`config.mk`:
```
export PLATFORM = sky130hd
export DESIGN_NAME = rc4_prga_engine
export DESIGN_NICKNAME = d
export VERILOG_FILES = /design/src/rtl/rc4_prga_engine.sv
export SDC_FILE = /design/constraint.sdc
export NUM_CORES = 1
export LEC_CHECK = 0
export CAP_MARGIN = 30
export CELL_PAD_IN_SITES_DETAIL_PLACEMENT = 1
export CELL_PAD_IN_SITES_GLOBAL_PLACEMENT = 1
export CORE_MARGIN = 5
export CORE_UTILIZATION = 42
export DETAILED_ROUTE_END_ITERATION = 8
export GPL_TIMING_DRIVEN = 1
export PLACE_DENSITY_LB_ADDON = 0.2
export REMOVE_ABC_BUFFERS = 1
export SYNTH_ARGS = -nofsm -noshare
export SYNTH_HDL_FRONTEND = slang
export SYNTH_SLANG_ARGS = --single-unit
```
`constraint.sdc`:
```
create_clock -name clk -period 4.3 [get_ports clk]
set_input_delay 0.645 -clock clk [delete_from_list [all_inputs] [get_ports clk]]
set_output_delay 0.645 -clock clk [all_outputs]
set_load 0.02 [all_outputs]
```
`src/rtl/rc4_prga_engine.sv`:
```
// RC4 keystream (PRGA) engine: walks a pre-scrambled S-box, swaps S[i]/S[j] and
// XORs the keystream into the encrypted message, one byte at a time.
module rc4_prga_engine #(
  parameter int unsigned LEN_W  = 5,
  parameter int unsigned RD_LAT = 1
) (
  input  logic             clk,
  input  logic             rst,
  input  logic             start,
  input  logic             cont,
  input  logic [LEN_W:0]   len,
  output logic             ready,
  output logic             done,
  output logic [7:0]       s_addr,
  input  logic [7:0]       s_rdata,
  output logic [7:0]       s_wdata,
  output logic             s_wren,
  output logic [LEN_W-1:0] enc_addr,
  input  logic [7:0]       enc_rdata,
  output logic [LEN_W-1:0] dec_addr,
  output logic [7:0]       dec_wdata,
  output logic             dec_wren
);

  localparam int unsigned KW = LEN_W + 1;
  localparam logic [LEN_W:0] MAX_LEN  = {1'b1, {LEN_W{1'b0}}};
  localparam logic [1:0]     LAT_LAST = 2'(RD_LAT);

  typedef enum logic [2:0] {
    S_IDLE, S_RD_SI, S_RD_SJ, S_WR_I, S_WR_J, S_RD_F, S_WR_DEC, S_DONE
  } state_e;

  state_e        state_q, state_d;
  logic [7:0]    i_q, i_d, j_q, j_d;
  logic [7:0]    s_i_q, s_i_d, s_j_q, s_j_d;
  logic [7:0]    f_q, f_d, enc_q, enc_d;
  logic [KW-1:0] k_q, k_d, len_q, len_d;
  logic [1:0]    cnt_q, cnt_d;

  logic [KW-1:0] len_clamp, k_inc;
  logic          last_rd;

  logic             ready_d, done_d, s_wren_d, dec_wren_d;
  logic [7:0]       s_addr_d, s_wdata_d, dec_wdata_d;
  logic [LEN_W-1:0] enc_addr_d, dec_addr_d;

  // Next-state and datapath updates
  always_comb begin
    state_d   = state_q;
    i_d       = i_q;
    j_d       = j_q;
    s_i_d     = s_i_q;
    s_j_d     = s_j_q;
    f_d       = f_q;
    enc_d     = enc_q;
    k_d       = k_q;
    len_d     = len_q;
    cnt_d     = '0;
    len_clamp = (len > MAX_LEN) ? MAX_LEN : len;
    last_rd   = (cnt_q == LAT_LAST);
    k_inc     = k_q + KW'(1);

    case (state_q)
      S_IDLE: begin
        if (start) begin
          len_d = len_clamp;
          k_d   = '0;
          if (!cont) begin
            i_d = '0;
            j_d = '0;
          end
          if (len_clamp == '0) begin
            state_d = S_DONE;
          end else begin
            i_d     = (cont ? i_q : 8'd0) + 8'd1;
            state_d = S_RD_SI;
          end
        end
      end
      S_RD_SI: begin
        if (last_rd) begin
          s_i_d   = s_rdata;
          j_d     = j_q + s_rdata;
          state_d = S_RD_SJ;
        end else begin
          cnt_d = cnt_q + 2'd1;
        end
      end
      S_RD_SJ: begin
        if (last_rd) begin
          s_j_d   = s_rdata;
          state_d = S_WR_I;
        end else begin
          cnt_d = cnt_q + 2'd1;
        end
      end
      S_WR_I: state_d = S_WR_J;
      S_WR_J: state_d = S_RD_F;
      S_RD_F: begin
        if (last_rd) begin
          f_d     = s_rdata;
          enc_d   = enc_rdata;
          state_d = S_WR_DEC;
        end else begin
          cnt_d = cnt_q + 2'd1;
        end
      end
      S_WR_DEC: begin
        k_d = k_inc;
        if (k_inc == len_q) begin
          state_d = S_DONE;
        end else begin
          i_d     = i_q + 8'd1;
          state_d = S_RD_SI;
        end
      end
      S_DONE:  state_d = S_IDLE;
      default: state_d = S_IDLE;
    endcase
  end

  // Outputs are decoded from the next state so they can be registered
  always_comb begin
    ready_d     = (state_d == S_IDLE);
    done_d      = (state_d == S_DONE);
    s_addr_d    = '0;
    s_wdata_d   = '0;
    s_wren_d    = 1'b0;
    enc_addr_d  = '0;
    dec_addr_d  = '0;
    dec_wdata_d = '0;
    dec_wren_d  = 1'b0;
    case (state_d)
      S_RD_SI: s_addr_d = i_d;
      S_RD_SJ: s_addr_d = j_d;
      S_WR_I: begin
        s_addr_d  = i_d;
        s_wdata_d = s_j_d;
        s_wren_d  = 1'b1;
      end
      S_WR_J: begin
        s_addr_d  = j_d;
        s_wdata_d = s_i_d;
        s_wren_d  = 1'b1;
      end
      S_RD_F: begin
        s_addr_d   = s_i_d + s_j_d;
        enc_addr_d = k_d[LEN_W-1:0];
      end
      S_WR_DEC: begin
        dec_addr_d  = k_d[LEN_W-1:0];
        dec_wdata_d = f_d ^ enc_d;
        dec_wren_d  = 1'b1;
      end
      default: ;
    endcase
  end

  always_ff @(posedge clk or posedge rst) begin
    if (rst) begin
      state_q   <= S_IDLE;
      i_q       <= '0;
      j_q       <= '0;
      s_i_q     <= '0;
      s_j_q     <= '0;
      f_q       <= '0;
      enc_q     <= '0;
      k_q       <= '0;
      len_q     <= '0;
      cnt_q     <= '0;
      ready     <= 1'b1;
      done      <= 1'b0;
      s_addr    <= '0;
      s_wdata   <= '0;
      s_wren    <= 1'b0;
      enc_addr  <= '0;
      dec_addr  <= '0;
      dec_wdata <= '0;
      dec_wren  <= 1'b0;
    end else begin
      state_q   <= state_d;
      i_q       <= i_d;
      j_q       <= j_d;
      s_i_q     <= s_i_d;
      s_j_q     <= s_j_d;
      f_q       <= f_d;
      enc_q     <= enc_d;
      k_q       <= k_d;
      len_q     <= len_d;
      cnt_q     <= cnt_d;
      ready     <= ready_d;
      done      <= done_d;
      s_addr    <= s_addr_d;
      s_wdata   <= s_wdata_d;
      s_wren    <= s_wren_d;
      enc_addr  <= enc_addr_d;
      dec_addr  <= dec_addr_d;
      dec_wdata <= dec_wdata_d;
      dec_wren  <= dec_wren_d;
    end
  end

endmodule
```
-- Word level (Yosys, flattened, before mapping)
Index checks and enable logic that the tools add are counted.
- flip-flop bits (word level): 103
- latch bits: 0
- memory bits (writable): 0
- memory bits (read-only): 0
- bits of input ports: 26
- output and inout bits: 38
- word-level logic and storage cells: 91
- memories: 0
- add/subtract/negate cells: 6
- multiply operators: 0
- divide/modulo/power cells: 0
- order comparisons: 1
- equal/unequal tests: 17
- shift-type cells: 0
- mux-type cells: 36
- bitwise gates (word level): 1
- reduce and logical (&&, ||, !) cells: 10
- operator list (operator ; number):
    $mux W8 ; 16
    $pmux W8 S2 ; 3
    $eq A3 B3 Y1 const B ; 8
    $pmux W3 S8 ; 1
    $pmux W8 S3 ; 1
    $mux W3 ; 6
    $add A8 B1 Y8 const B ; 2
    $add A8 B8 Y8 ; 2
    $eq A3 B2 Y1 const B ; 4
    $mux W6 ; 2
    $pmux W6 S2 ; 1
    $mux W5 ; 2
    $xor A8 B8 Y8 ; 1
    $add A6 B1 Y6 const B ; 1
    $eq A3 B1 Y1 const B ; 2
    $eq A6 B6 Y1 ; 1
    $gt A6 B6 Y1 const B ; 1
    $logic_not A3 Y1 ; 2
    $logic_not A6 Y1 ; 1
    $reduce_or A2 Y1 ; 3
    $mux W2 ; 2
    $reduce_and A2 Y1 ; 2
    $reduce_or A3 Y1 ; 1
    $add A2 B1 Y2 const B ; 1
    other kinds (4) ; 5

-- Longest topological paths before layout
Gate-level depths: netlist of run 1.
- word-level depth: 9
- gate-level depth with buffers: 14

-- Least setup slack after synthesis of run 1
Ideal clock, no wire load.
- kind: reg2reg
- start point: register cnt_q[1]
- end point: register s_addr[7]
- data arrival time: 3.303 ns
- path slack: 0.873 ns
- stages on the path, launching flop included: 13
- cell sequence: dfrtp_1 -> nand2b_1 -> nor3_1 -> clkbuf_1 -> mux2_2 -> ha_1 -> a21o_1 -> a21oi_1 -> nor2_1 -> a211oi_1 -> o2bb2ai_1 -> xnor2_1 -> a211o_1
- elaborated cells between the ends (all ways): 20
- RTL lines (item ; line ; text):
    start: declaration ; 38 ; logic [1:0] cnt_q, cnt_d;
    start signal: assignment ; 190 ; cnt_q <= cnt_d;
    $eq A2 B1 Y1 ; 60 ; last_rd = (cnt_q == LAT_LAST);
    $mux W8 ; 81 ; if (last_rd) begin
    $mux W8 ; 63 ; case (state_q)
    net s_i_d[1] ; 35 ; logic [7:0] s_i_q, s_i_d, s_j_q, s_j_d;
    $add A8 B8 Y8 ; 147 ; s_addr_d = s_i_d + s_j_d;
    $pmux W8 S3 ; 133 ; case (state_d)
    net s_addr_d[7] ; 44 ; logic [7:0] s_addr_d, s_wdata_d, dec_wdata_d;
    end signal: assignment ; 193 ; s_addr <= s_addr_d;
    end: declaration ; 14 ; output logic [7:0] s_addr,
The timed path passes the listed nets, and every way through them passes these cells.
A chain may end at the register's enable or synchronous reset.

-- Worst setup path in the final report of run 1
- start point: register state_q[1]
- end point: register s_addr[7]
- elaborated cells between the ends (all ways): 26
- RTL lines (item ; line ; text):
    start: declaration ; 33 ; state_e state_q, state_d;
    start signal: assignment ; 181 ; state_q <= state_d;
    $eq A3 B2 Y1 ; 63 ;
    $mux W8 ; 63 ;
    net s_j_d[1] ; 35 ;
    $add A8 B8 Y8 ; 147 ;
    $pmux W8 S3 ; 133 ;
    net s_addr_d[7] ; 44 ;
The timed path passes the listed nets, and every way through them passes these cells.

==> flow_metrics.py, run 1 <==
metrics = {
    "outcome": {
        "outcome": "completed",
    },
    "timing": {
        "tightest_slew_ps": 862.3,
        "fin_worst_skew_ps": 9.240,
        "final.setup.tns_ps": 0,
        "finalSetupViolCount": 0,
        "drv_slew": 0,
        "fin_crit_sh_pct": 85.83,
        "fin_ws_ps": 609.5,
        "fmax_mhz": 271.0,
        "slew_headroom_pct": 41.90,
        "finalCriticalPeriod_ps": 3690,
        "grt_setup_unrepaired": "false",
        "hold_viol_final": 0,
    },
    "yosys": {
        "synth.area.mux_share_pct": 4.955,
        "ys_ff_latch": 87,
        "synth.yosys.seq_area_share_pct": 46.13,
        "synth-simple-area-share_pct": 18.49,
        "syn_avg_cell_area_um2": 9.676,
        "synthArstFlopShare_pct": 100.0,
        "syn_inst": 488,
        "synth_compound_area_share_pct": 16.69,
        "synth_xor_area_share_pct": 4.822,
        "synth-main-ff-cell": "dfrtp_1",
        "synth_warnings": 0,
        "synth.distinct_cells": 60,
        "synthAdderAreaFrac_pct": 5.352,
        "synth_edf_count": 0,
        "syn-cell-area_um2": 4722,
        "synth_top_family_by_area": "simple AND/OR/NAND/NOR gates",
    },
    "run": {
        "maxCapViolCount": 0,
    },
    "routing": {
        "drc": 0,
        "ant_nets": 0,
        "drtIter0Drc": 217,
        "avgRoutedWirePerCell_um": 18.96,
        "drt-total-wl_mm": 13.04,
        "drt_first_pass_iters": 4,
        "vias_per_cell": 5.640,
        "dr_total_vias": 3880,
    },
    "finish": {
        "nFillCells": 1239,
        "syn_to_final_growth_pct": 21.94,
        "final_common_cell": "dfrtp_1",
        "insertedDiodeCount": 0,
        "nets": 588,
        "final_cell_mix": "dfrtp_1, clkdlybuf4s50_1, nor2_1, nand2_1, a21oi_1",
        "layout-drive-gt1-share_pct": 8.212,
    },
    "die": {
        "start_util_pct": 43.18,
        "die-area_um2": 13460,
        "die_y_um": 116.0,
        "num_rows": 38,
        "die-width_um": 116.0,
        "num_io_pins": 64,
        "core_area_um2": 10940,
    },
    "worst_setup_path": {
        "start_kind": "flip-flop",
        "crit_path_max_fanout": 17,
        "required_ps": 4530,
        "end_kind": "flip-flop",
        "cp.arrival_ps": 3920,
        "worst-setup-path-type": "reg2reg",
        "crit-reg2reg-launch": "state_q[1]",
        "critPathLaunch": "state_q[1]",
    },
    "pwr": {
        "pwr-share-seq_pct": 31.7,
        "intPower_mw": 2.336,
        "pwr-share-comb_pct": 49.4,
        "p_clk_share_pct": 18.9,
        "p_switching_mw": 1.631,
        "pwr_density_cell_nw_per_um2": 689.1,
        "leakage_nw": 2.560,
        "peakVddDrop_uv": 339.9,
        "switching_share_pct": 41.12,
    },
    "global_routing": {
        "grt_overflow": 0,
        "antenna_found_initial": 0,
        "first_global_vias": 4144,
        "track_usage_pct": 20.41,
        "grt_max_degree": 88,
        "grt_pass1_wl_mm": 21.47,
    },
    "clock_tree": {
        "cts_setup_buffers": 0,
        "cts.repair.resized": 0,
        "hold_buffers": 0,
        "cts_root_buffer": "clkbuf_16",
        "cts_tree": "built",
        "clock_path_buffers": 2,
        "numCtsBuffers": 9,
        "cts_max_level": 3,
        "clock_latency_ps": 340,
        "clock_sinks": 87,
        "path_clk_slew_ps": 70,
    },
    "place": {
        "gp_congestion": 0.8915,
        "place_hpwl_mm": 9.395,
        "portBuffers": 63,
        "dp_slack_ps": 645.8,
    },
    "hold_path": {
        "min_from": "len_q[4]",
        "hold_class": "reg2reg",
    },
}
layout make-up:
cell class	instances	area, um2	share of cell area [%]
inverters	16	61.31	1.065
clock inverters	4	30.03	0.5215
repair buffers	68	680.7	11.82
flip-flops and latches	87	2178	37.83
well taps	140	175.2	3.042
clock buffers	12	256.5	4.455
multi-input cells	361	2376	41.26
power by group through the flow:
stage	clock [mW]	combinational (mW)	sequential [mW]
global placement	0	1.89	1.26
floorplan	0	1.26	1.32
CTS	0.761	1.97	1.26
finish	0.748	1.96	1.26
detailed placement	0	1.95	1.27
global route	0.802	2.17	1.29
metrics by stage:
step	util (%)	power [mW]	hold WS, ps	cells	instance area (um2)
detailed placement	50.03	3.221	480.3	672	5472
finish	52.65	3.968	494.1	688	5758
global route	52.65	4.263	517.1	688	5758
floorplan	-	2.578	444.9	464	4614
CTS	52.65	3.994	493.4	688	5758
global placement	50.03	3.144	459.0	672	5472
final timing paths:
check	cells after the start	slack (ps)	endpoint
hold / removal	2	490	len_q[4]
setup reg to reg	12	610	s_addr[7]
min in group asynchronous	3	710	dec_wdata[0]
hold reg to reg	2	490	len_q[4]
setup / recovery	12	610	s_addr[7]
max in group asynchronous	3	3190	i_q[0]
critical path, stage by stage, from the launching register on:
cell and delay [ps]:
dfrtp_1 650, inv_1 150, nor2_1 260, nand2_1 350, mux2_2 420, ha_1 280, a21o_1 160, a21oi_1 260
nor2_1 80, a211oi_1 380, o2bb2ai_1 190, xnor2_1 90, a211o_1 300
layer usage:
metal / up-vias / routed length [um] / part of all wire [%] / GRT usage (%)
li1: 1833 / - / - / -
met1: 1954 / 6110 / 47 / 27.75
met2: 76 / 6196 / 48 / 33.10
met3: 17 / 484 / 3.7 / 4.230
met4: 0 / 252 / 1.9 / 5.955
met5: - / 0 / 0 / 0
sequential cells by signal (all words and copies together) (netlist names), 3 cells and up:
signal / cells
dec_wdata: 8
i_q: 8
j_q: 8
s_addr: 8
s_i_q: 8
s_j_q: 8
s_wdata: 8
k_q: 6
len_q: 6
dec_addr: 5
enc_addr: 5
state_q: 3
cells by family after synthesis:
logic type,after synthesis
AO/OA/AOI/OAI,114
adder cells (fa/ha/maj),19
flip-flops,87
multiplexers,21
XOR/XNOR,26
buffers and inverters,40
AND/OR/NAND/NOR,181
synth_stat cells, drive strengths merged, types with 4 or more instances:
cell	instances	share of area (%)
nor2b	5	0.66
o211ai	7	1.1
nand3	9	0.95
a22o	4	0.74
nor4	4	0.53
a311oi	4	0.74
o21ai	19	2.0
clkbuf	16	1.3
a21o	4	0.64
nand2	50	4.0
o31ai	4	0.64
a21oi	30	3.2
and2	16	2.1
nand2b	6	0.79
and3	6	0.90
dfrtp	86	46
buf	8	0.98
xnor2	21	3.9
nand3b	10	1.6
mux2	19	4.5
nor2	57	4.5
a22oi	9	1.4
nor3	5	0.53
nand4	4	0.53
xor2	5	0.93
ha	17	4.5
inv	16	1.3
(Power assumes the default switching activity.)
==> run 2: changes to the inputs <==
- CORE_MARGIN: 5 -> 4
==> run 2 against run 1 <==
Sequential share of layout area increased by 0.11 points. Maximum frequency shrank 0.45%. Cell count did not move. Via count increased by 0.70%. Clock skew decreased by 1.6 ps. Sequential power barely moved. Critical path depth shrank 1. Flip-flop and latch count unchanged. Largest cell class unchanged.
==> flow_metrics.py, run 2 (synthesis results as in run 1) <==
metrics = {
    "clock_tree": {
        "cts_root_buffer": "clkbuf_16",
        "clock_latency_ps": 350,
        "cts_setup_buffers": 0,
        "cts.repair.resized": 0,
        "cts_tree": "built",
        "clock_path_buffers": 2,
        "numCtsBuffers": 9,
        "clock_sinks": 87,
        "hold_buffers": 0,
        "path_clk_slew_ps": 60,
        "cts_max_level": 3,
    },
    "die": {
        "die-width_um": 114.0,
        "num_io_pins": 64,
        "die-area_um2": 13000,
        "start_util_pct": 43.18,
        "core_area_um2": 10940,
        "num_rows": 38,
        "die_y_um": 114.0,
    },
    "worst_setup_path": {
        "crit-reg2reg-launch": "state_q[1]",
        "worst-setup-path-type": "reg2reg",
        "reg2reg_slack_ps": 590,
        "crit_slowest_cell": "dfrtp_1",
        "r2r_cells": 11,
        "start_kind": "flip-flop",
        "crit_end": "s_addr[7]",
        "r2r_end": "s_addr[7]",
        "end_kind": "flip-flop",
        "critPathLaunch": "state_q[1]",
        "required_ps": 4540,
        "cp.arrival_ps": 3950,
        "crit_chain": "nand2b_1 -> nor3_1 -> mux2_2 -> ha_1 -> a21o_1 -> a21oi_1 -> nor2_1 -> a211oi_1 -> o2bb2ai_1 -> xnor2_1 -> a211o_1",
        "cpPeakStageDelay_ps": 550,
        "crit_path_max_fanout": 17,
    },
    "routing": {
        "avgRoutedWirePerCell_um": 19.34,
        "vias_per_cell": 5.679,
        "drt_first_pass_iters": 4,
        "drt-total-wl_mm": 13.31,
        "drc": 0,
        "ant_nets": 0,
        "drtIter0Drc": 292,
        "dr_total_vias": 3907,
    },
    "pwr": {
        "pwr_density_cell_nw_per_um2": 694.8,
        "pwr-share-comb_pct": 49.2,
        "p_switching_mw": 1.677,
        "intPower_mw": 2.313,
        "p_clk_share_pct": 19.0,
        "finalPower_mw": 3.990,
        "switching_share_pct": 42.04,
        "peakVddDrop_uv": 351.4,
        "leakage_nw": 2.556,
        "pwr-share-seq_pct": 31.8,
    },
    "outcome": {
        "outcome": "completed",
    },
    "timing": {
        "drv_slew": 0,
        "hold_viol_final": 0,
        "finalSetupViolCount": 0,
        "tightest_slew_ps": 773.8,
        "slew_headroom_pct": 47.87,
        "finalCriticalPeriod_ps": 3707,
        "fin_crit_sh_pct": 86.21,
        "final.setup.tns_ps": 0,
        "holdWs_ps": 491.2,
        "grt_setup_unrepaired": "false",
        "fmax_mhz": 269.8,
        "fin_ws_ps": 593.0,
        "fin_worst_skew_ps": 7.611,
    },
    "finish": {
        "layout-drive-gt1-share_pct": 8.394,
        "multiInputGateArea_um2": 2376,
        "final_area_um2": 5742,
        "syn_to_final_growth_pct": 21.60,
        "fin_util_pct": 52.51,
        "nFillCells": 1255,
        "final_cell_mix": "dfrtp_1, clkdlybuf4s50_1, nor2_1, nand2_1, a21oi_1",
        "final_common_cell": "dfrtp_1",
        "insertedDiodeCount": 0,
        "seq_area_um2": 2178,
        "stdcell_count": 688,
        "nets": 588,
    },
    "place": {
        "placed_area_um2": 5459,
        "gp_congestion": 0.8973,
        "portBuffers": 63,
        "placed_cells": 672,
        "dp_slack_ps": 654.7,
        "place_hpwl_mm": 9.692,
    },
    "global_routing": {
        "grt_overflow": 0,
        "antenna_found_initial": 0,
        "first_global_vias": 4138,
        "met2_usage_pct": 35.75,
        "grt_pass1_wl_mm": 21.91,
        "groute.layer.met3.usage_pct": 3.395,
        "use_met1_pct": 29.10,
        "grt_max_degree": 38,
        "busiest_layer": "met2",
        "track_usage_pct": 21.66,
    },
    "hold_path": {
        "hold_class": "reg2reg",
        "hold_depth": 2,
    },
    "run": {
        "maxCapViolCount": 0,
    },
}
-- run 2: cell types whose count changed in the layout (fill, tap and decap cells not counted) --
cell      change
clkinv_2      +1
clkinv_4      -1
buf_4         +1
buf_12        -1
clkbuf_8      -1
clkbuf_1      -1
inv_6         +2
-- run 2: layer usage --
metal  wire [um]  up-vias
met5           0        -
met4         249        0
met3         493       15
met2        6484       84
met1        6079     1971
li1            -     1837
-- run 2: area by class of cell --
| class | instances | share of cell area, % |
|---|---|---|
| repair buffers | 68 | 11.64 |
| well taps | 140 | 3.051 |
| clock inverters | 6 | 0.7627 |
| flip-flops and latches | 87 | 37.94 |
| multi-input cells | 361 | 41.38 |
| inverters | 16 | 1.068 |
| clock buffers | 10 | 4.162 |
-- run 2: worst min-delay path by stage --
stage,to,from
3_5_place_dp,cnt_q[0],cnt_q[0]
4_1_cts,cnt_q[0],cnt_q[0]
5_1_grt,s_j_q[6],s_j_q[6]
6_report,len_q[1],len_q[1]
3_3_place_gp,cnt_q[0],cnt_q[0]
2_1_floorplan,cnt_q[0],cnt_q[0]
-- run 2: power groups by stage --
| stage | combinational (mW) | sequential, mW | clock, mW |
|---|---|---|---|
| after CTS | 1.97 | 1.27 | 0.766 |
| after global routing | 2.17 | 1.30 | 0.807 |
| after detailed placement | 1.93 | 1.28 | 0 |
| final | 1.96 | 1.27 | 0.757 |
| after floorplan | 1.26 | 1.32 | 0 |
| after global placement | 1.86 | 1.27 | 0 |
-- run 2: worst max-delay path, delay by kind of cell, from the launching register on --
| family | cells | cell delay (ps) |
|---|---|---|
| AOI/OAI and AO/OA | 5 | 1300 |
| and+or+nand+nor | 3 | 880 |
| adders and majority gates | 1 | 300 |
| DFF | 1 | 550 |
| muxes | 1 | 450 |
| xor gates and xnor gates | 1 | 100 |
